===== src/rtl/regfile_wb_arbiter_if.sv =====
// Write-back bus: ALU and load requesters, the load-issue tap, the register-file
// write port and the pending-load mask. The arbiter connects through the slave modport.
interface regfile_wb_arbiter_if;
  logic        alu_valid;
  logic        alu_ready;
  logic [4:0]  alu_rd;
  logic [31:0] alu_data;
  logic        mem_valid;
  logic        mem_ready;
  logic [4:0]  mem_rd;
  logic [31:0] mem_data;
  logic        issue_valid;
  logic [4:0]  issue_rd;
  logic        rf_we;
  logic [4:0]  rf_wr_address;
  logic [31:0] rf_wr_value;
  logic [31:0] busy_mask;

  modport master (
    output alu_valid, alu_rd, alu_data, mem_valid, mem_rd, mem_data, issue_valid, issue_rd,
    input  alu_ready, mem_ready, rf_we, rf_wr_address, rf_wr_value, busy_mask
  );

  modport slave (
    input  alu_valid, alu_rd, alu_data, mem_valid, mem_rd, mem_data, issue_valid, issue_rd,
    output alu_ready, mem_ready, rf_we, rf_wr_address, rf_wr_value, busy_mask
  );
endinterface


===== src/rtl/regfile_wb_arbiter.sv =====
// Register-file write-back arbiter: ALU-first fixed priority with a load anti-starvation
// counter. Define WB_SCOREBOARD_EN to add the pending-load busy_mask scoreboard.
module regfile_wb_arbiter #(
  parameter int unsigned STARVE_LIMIT = 3
) (
  input logic                 clk,
  input logic                 reset,
  regfile_wb_arbiter_if.slave bus
);
  localparam logic [2:0] LIMIT_C = 3'(STARVE_LIMIT);

  logic [2:0]  starve_cnt_r;
  logic [2:0]  starve_nxt_s;
  logic        grant_alu_s;
  logic        grant_mem_s;
  logic        xfer_s;
  logic [4:0]  win_rd_s;
  logic [31:0] win_data_s;
  logic        rf_we_r;
  logic [4:0]  rf_addr_r;
  logic [31:0] rf_val_r;

  // Grant selection; ready is forced low during reset so nothing is accepted then
  always_comb begin
    grant_alu_s = 1'b0;
    grant_mem_s = 1'b0;
    if (reset) begin
      grant_alu_s = 1'b0;
      grant_mem_s = 1'b0;
    end else if (bus.alu_valid && bus.mem_valid) begin
      if (starve_cnt_r == LIMIT_C) begin
        grant_mem_s = 1'b1;
      end else begin
        grant_alu_s = 1'b1;
      end
    end else begin
      grant_alu_s = bus.alu_valid;
      grant_mem_s = bus.mem_valid;
    end
  end

  assign bus.alu_ready = grant_alu_s;
  assign bus.mem_ready = grant_mem_s;
  assign xfer_s        = grant_alu_s || grant_mem_s;

  // Winner mux and saturating starvation counter update
  always_comb begin
    win_rd_s     = bus.alu_rd;
    win_data_s   = bus.alu_data;
    starve_nxt_s = starve_cnt_r;
    if (grant_mem_s) begin
      win_rd_s   = bus.mem_rd;
      win_data_s = bus.mem_data;
    end else begin
      win_rd_s   = bus.alu_rd;
      win_data_s = bus.alu_data;
    end
    if (grant_mem_s) begin
      starve_nxt_s = 3'd0;
    end else if (bus.mem_valid && (starve_cnt_r < LIMIT_C)) begin
      starve_nxt_s = starve_cnt_r + 3'd1;
    end else begin
      starve_nxt_s = starve_cnt_r;
    end
  end

  // Registered write port; x0 writes are accepted but never pulse rf_we
  always_ff @(posedge clk or posedge reset) begin
    if (reset) begin
      starve_cnt_r <= 3'd0;
      rf_we_r      <= 1'b0;
      rf_addr_r    <= 5'd0;
      rf_val_r     <= 32'd0;
    end else begin
      starve_cnt_r <= starve_nxt_s;
      rf_we_r      <= xfer_s && (win_rd_s != 5'd0);
      if (xfer_s) begin
        rf_addr_r <= win_rd_s;
        rf_val_r  <= win_data_s;
      end
    end
  end

  assign bus.rf_we         = rf_we_r;
  assign bus.rf_wr_address = rf_addr_r;
  assign bus.rf_wr_value   = rf_val_r;

`ifdef WB_SCOREBOARD_EN
  logic [31:0] busy_r;
  logic [31:0] busy_set_s;
  logic [31:0] busy_clr_s;

  // Set/clear vectors; the set is applied after the clear so a same-cycle issue wins
  always_comb begin
    busy_set_s = 32'd0;
    busy_clr_s = 32'd0;
    if (bus.issue_valid && (bus.issue_rd != 5'd0)) begin
      busy_set_s = 32'd1 << bus.issue_rd;
    end else begin
      busy_set_s = 32'd0;
    end
    if (grant_mem_s) begin
      busy_clr_s = 32'd1 << bus.mem_rd;
    end else begin
      busy_clr_s = 32'd0;
    end
  end

  // Pending-load scoreboard register
  always_ff @(posedge clk or posedge reset) begin
    if (reset) begin
      busy_r <= 32'd0;
    end else begin
      busy_r <= (busy_r & ~busy_clr_s) | busy_set_s;
    end
  end

  assign bus.busy_mask = busy_r;
`else
  logic unused_issue_s;
  assign unused_issue_s = ^{bus.issue_valid, bus.issue_rd};
  assign bus.busy_mask  = 32'd0;
`endif
endmodule


===== src/flat_wrapper.sv =====
// flat-port wrapper written by rule: the top's interface ports become plain ports
module regfile_wb_arbiter_flat 
#(
  parameter int unsigned STARVE_LIMIT = 3
)
  (clk, reset, bus_alu_valid, bus_alu_rd, bus_alu_data, bus_mem_valid, bus_mem_rd, bus_mem_data, bus_issue_valid, bus_issue_rd, bus_alu_ready, bus_mem_ready, bus_rf_we, bus_rf_wr_address, bus_rf_wr_value, bus_busy_mask);
  regfile_wb_arbiter_if bus_i ();
  input logic clk;
  input logic reset;
  input wire logic [$bits(bus_i.alu_valid)-1:0] bus_alu_valid;
  input wire logic [$bits(bus_i.alu_rd)-1:0] bus_alu_rd;
  input wire logic [$bits(bus_i.alu_data)-1:0] bus_alu_data;
  input wire logic [$bits(bus_i.mem_valid)-1:0] bus_mem_valid;
  input wire logic [$bits(bus_i.mem_rd)-1:0] bus_mem_rd;
  input wire logic [$bits(bus_i.mem_data)-1:0] bus_mem_data;
  input wire logic [$bits(bus_i.issue_valid)-1:0] bus_issue_valid;
  input wire logic [$bits(bus_i.issue_rd)-1:0] bus_issue_rd;
  output wire logic [$bits(bus_i.alu_ready)-1:0] bus_alu_ready;
  output wire logic [$bits(bus_i.mem_ready)-1:0] bus_mem_ready;
  output wire logic [$bits(bus_i.rf_we)-1:0] bus_rf_we;
  output wire logic [$bits(bus_i.rf_wr_address)-1:0] bus_rf_wr_address;
  output wire logic [$bits(bus_i.rf_wr_value)-1:0] bus_rf_wr_value;
  output wire logic [$bits(bus_i.busy_mask)-1:0] bus_busy_mask;
  assign bus_i.alu_valid = bus_alu_valid;
  assign bus_i.alu_rd = bus_alu_rd;
  assign bus_i.alu_data = bus_alu_data;
  assign bus_i.mem_valid = bus_mem_valid;
  assign bus_i.mem_rd = bus_mem_rd;
  assign bus_i.mem_data = bus_mem_data;
  assign bus_i.issue_valid = bus_issue_valid;
  assign bus_i.issue_rd = bus_issue_rd;
  assign bus_alu_ready = bus_i.alu_ready;
  assign bus_mem_ready = bus_i.mem_ready;
  assign bus_rf_we = bus_i.rf_we;
  assign bus_rf_wr_address = bus_i.rf_wr_address;
  assign bus_rf_wr_value = bus_i.rf_wr_value;
  assign bus_busy_mask = bus_i.busy_mask;
  regfile_wb_arbiter #(.STARVE_LIMIT(STARVE_LIMIT)) u_core (.clk(clk), .reset(reset), .bus(bus_i));
endmodule

===== config.mk =====
export PLATFORM = sky130hd
export DESIGN_NAME = regfile_wb_arbiter_flat
export DESIGN_NICKNAME = d
export VERILOG_FILES = /design/src/rtl/regfile_wb_arbiter_if.sv /design/src/rtl/regfile_wb_arbiter.sv /design/src/flat_wrapper.sv
export SDC_FILE = /design/constraint.sdc
export NUM_CORES = 1
export LEC_CHECK = 0
export CAP_MARGIN = 20
export CORE_MARGIN = 8
export CORE_UTILIZATION = 35
export CTS_BUF_LIST = sky130_fd_sc_hd__clkbuf_8
export DETAILED_ROUTE_END_ITERATION = 16
export GPL_ROUTABILITY_DRIVEN = 0
export GPL_TIMING_DRIVEN = 0
export HOLD_SLACK_MARGIN = 0.12
export PLACE_DENSITY = 0.77
export SYNTH_ARGS = -nofsm -noshare
export SYNTH_HDL_FRONTEND = slang
export SYNTH_SLANG_ARGS = --single-unit

===== constraint.sdc =====
create_clock -name clk -period 2.9 [get_ports clk]
set_clock_uncertainty 0.05 [all_clocks]
set_input_delay 0.58 -clock clk [delete_from_list [all_inputs] [get_ports clk]]
set_output_delay 0.58 -clock clk [all_outputs]
set_load 0.01 [all_outputs]

==> results of run 1 <==
## cell usage in the layout (no fill, tap or decap), drive strengths merged, types with 3 or more instances in the layout
cell / netlist / final
a21oi: 3 / 3
a31oi: 36 / 36
buf: 53 / 53
clkbuf: 3 / 8
clkdlybuf4s50: 0 / 115
conb: 1 / 32
dfrtp: 41 / 41
nand2: 3 / 3
nand2b: 3 / 3
nand3: 36 / 36
nor2: 39 / 39
o21ai: 38 / 38
## metal layers
metal	share of wire	up-vias	global-route usage
li1	-	1213	-
met1	0.42	1134	0.193
met2	0.50	97	0.288
met3	0.056	16	0.0448
met4	0.025	0	0.0612
met5	0	-	0
## through the flow
stage	hold WS [ps]	instance area, µm²	util
floorplan	442	2460	-
global placement	420	3730	0.562
detailed placement	459	3730	0.562
CTS	490	3810	0.573
global route	508	3810	0.574
finish	474	3810	0.574
## how the worst min path moves through the flow
stage / startpoint / to / slack [ps] / depth (start not counted)
global placement: u_core.bus.rf_wr_address[3] / u_core.bus.rf_wr_address[3] / 420 / 2
global route: reset / u_core.starve_cnt_r[2] / 510 / 2
finish: reset / u_core.bus.rf_wr_value[18] / 470 / 2
CTS: reset / u_core.bus.rf_we / 490 / 2
detailed placement: u_core.bus.rf_wr_address[3] / u_core.bus.rf_wr_address[3] / 460 / 2
floorplan: u_core.starve_cnt_r[0] / u_core.starve_cnt_r[0] / 440 / 1
## cell type report
cell class | count | area [µm²] | share of cell area
multi-input combinational | 206 | 1040 | 0.274
buffer | 56 | 389 | 0.102
tap | 80 | 100 | 0.0262
sequential | 41 | 1030 | 0.269
inverter | 2 | 12.5 | 0.00328
clock inverter | 1 | 5.00 | 0.00131
timing repair buffer | 117 | 1170 | 0.306
clock buffer | 5 | 68.8 | 0.0180
## power by group through the flow
stage	logic, µW	registers (µW)	clock network, µW
after floorplan	274	756	0
after global placement	623	721	0
after detailed placement	634	728	0
after CTS	638	716	356
after global routing	699	731	379
final	635	716	343
## what timing repair did
action,CTS,global route
gates resized for setup,5,1
hold endpoints to repair,0,0
hold buffers,0,0
setup endpoints to repair,2,1
## state kept, by name (all words and copies together) (netlist names)
name                      flops
u_core.starve_cnt_r           3
u_core.bus.rf_wr_value       32
u_core.bus.rf_we              1
u_core.bus.rf_wr_address      5
## cell families (layout without fill, tap and decap cells)
group,after synthesis,after routing,synth area share
buffers and inverters,58,181,0.169
DFF,41,41,0.438
and+or+nand+nor,89,89,0.176
AOI/OAI and AO/OA,83,83,0.205
adders and majority gates,2,2,0.0107
other,1,32,0.00160
==> impl_results.md, run 1 <==
- ANT cells: 0
- CP Data Arrival Time: 2120 ps
- Number of max-cap violations: 0
- Most instantiated library cell after synthesis: dfrtp_1
- H-Tree Depth: 2
- WL final: 8.13 mm
- Final ANT Viol Nets: 0
- Initial antenna violation count: 0
- Dominant synthesized flop cell: dfrtp_1
- Buf+Inv Stages, Crit Path: 3
- Switching share of power: 0.311
- Status: finished clean
- Core ar.: 6640 µm²
- Postcts setup bufs: 0
- Period utilisation layout: 0.949
- Hpwl dp: 6.32 mm
- Cells after synthesis: 274
- Worst-path cell chain: clkdlybuf4s50_1 -> and2b_1 -> buf_4 -> nor2_4 -> clkdlybuf4s50_1
- Vias after detailed routing: about 2,500
- Worst reg-to-reg path cell count: 7
- Die width: 97.8 µm
- Root buf cell: clkbuf_8
- Die ar.: around 9600 µm²
- Crit start category: primary input
- Total global routing overflow: 0
- Reg-to-Reg Start: u_core.starve_cnt_r[0]
- Total power: approximately 1700 µW
- RSZ-0062 raised after global routing: no
- Ports: 156
- 1st-iter DRT viols: 92
- Synth area leader: dfrtp_1
- Synth Register Bits: 41
- Tmin final: 2750 ps
- Ys async rst share: 1.00
- Placed Cells: approximately 500
- Setup TNS: 0 ps
- Pwr/cell area: 444 nW/µm²
- CP max stage delay: ~560 ps
- Worst EP required: between 2000 and 2500 ps
- Clock Path Buffers: 2
- Last element of the critical path: bus_mem_ready
- Die height: 97.8 µm
- CTS Sinks: 41
- Synthesized area: 2340 µm²
- Cell Count, Final, Fillers Out: approximately 500
- Reg-to-reg slack, setup: 990 ps
- First-pass GRT wire length: roughly 13 mm
- Wire per inst: around 16 µm
- Synth unique cells: 28
- Layout cells sized above 1: 0.145
- Area growth from synthesis to layout: 62.8%
- Top cell type's share of synthesized area: 0.438
- Clock-pin slew on the worst setup and hold paths: about 70 ps
- Pin count of the biggest net entering global routing: 43
- Pleak: 0.00160 µW
- Most used cell, CP: clkdlybuf4s50_1
- CP Capture Type: output port
- Register area share after synthesis: 0.438
- Row cnt: 30
- WP depth: 5
- Critical Path Slowest Stage Cell: clkdlybuf4s50_1
- Mean Syn Cell Area: between 8 and 9 µm²
- Total iterations of the first detailed-routing run: 4
- Clock Power Share: 0.202
- Post-synth EDFFs: 0
- CP delay by family, top: buffers and inverters
- DP Worst Slack: -356 ps
- Final setup fails: 0
- Endpoints failing hold: 0
- CP startpoint: bus_alu_valid
- Psw: 527 µW
- Fin. max-slew vios: 0
- CTS Buf Count: 5
- Final worst slack: 148 ps
- Max FO, Critical Path: 10
- Kind of critical path: in -> out
- Synth cell count leaders: dfrtp_1 (41), nor2_1 (39), a31oi_1 (36), nand3_1 (36), buf_4 (35)
- Yosys synthesis warning count: 0
- Internal power: roughly 1200 µW
- Hold Path Class: in -> async
- Initial Util: 0.353
- Skew-Pair Late Insertion Delay: 280 ps
- Via density: 4.84
- Buffers on Ports: approximately 120
- Number of global-route vias before repair: 2,584
- Fin nets: 515
- Post-route DRC violation count: 0
- Reg-to-Reg End: u_core.bus.rf_wr_value[17]
- VDD IR max: 0.184 mV
- GR Util All Layers: 0.167
- Sequential share of power: 0.423
- Max Clk Rate: 363 MHz
- CTS tree: built
- Combinational power share: 0.375
- Top post-synthesis cells by area: dfrtp_1 (44%), buf_4 (11%), a31oi_1 (9.6%)
- # fillers: 584
(Power assumes the default switching activity.)
==> inputs of run 2 (changes only) <==
--- a/config.mk
+++ b/config.mk
@@ -8,11 +8,9 @@
 export CAP_MARGIN = 20
 export CORE_MARGIN = 8
 export CORE_UTILIZATION = 35
-export CTS_BUF_LIST = sky130_fd_sc_hd__clkbuf_8
 export DETAILED_ROUTE_END_ITERATION = 16
 export GPL_ROUTABILITY_DRIVEN = 0
 export GPL_TIMING_DRIVEN = 0
-export HOLD_SLACK_MARGIN = 0.12
 export PLACE_DENSITY = 0.77
 export SYNTH_ARGS = -nofsm -noshare
 export SYNTH_HDL_FRONTEND = slang
==> results of run 2 <==
Same layout as run 1: the final DEF is identical, and so are final timing and power.
==> inputs of run 3 (changes only) <==
--- a/config.mk
+++ b/config.mk
@@ -11,6 +11,7 @@
 export DETAILED_ROUTE_END_ITERATION = 16
 export GPL_ROUTABILITY_DRIVEN = 0
 export GPL_TIMING_DRIVEN = 0
+export HOLD_SLACK_MARGIN = 0.02
 export PLACE_DENSITY = 0.77
 export SYNTH_ARGS = -nofsm -noshare
 export SYNTH_HDL_FRONTEND = slang
==> results of run 3 <==
Same layout as run 1: the final DEF is identical, and so are final timing and power.
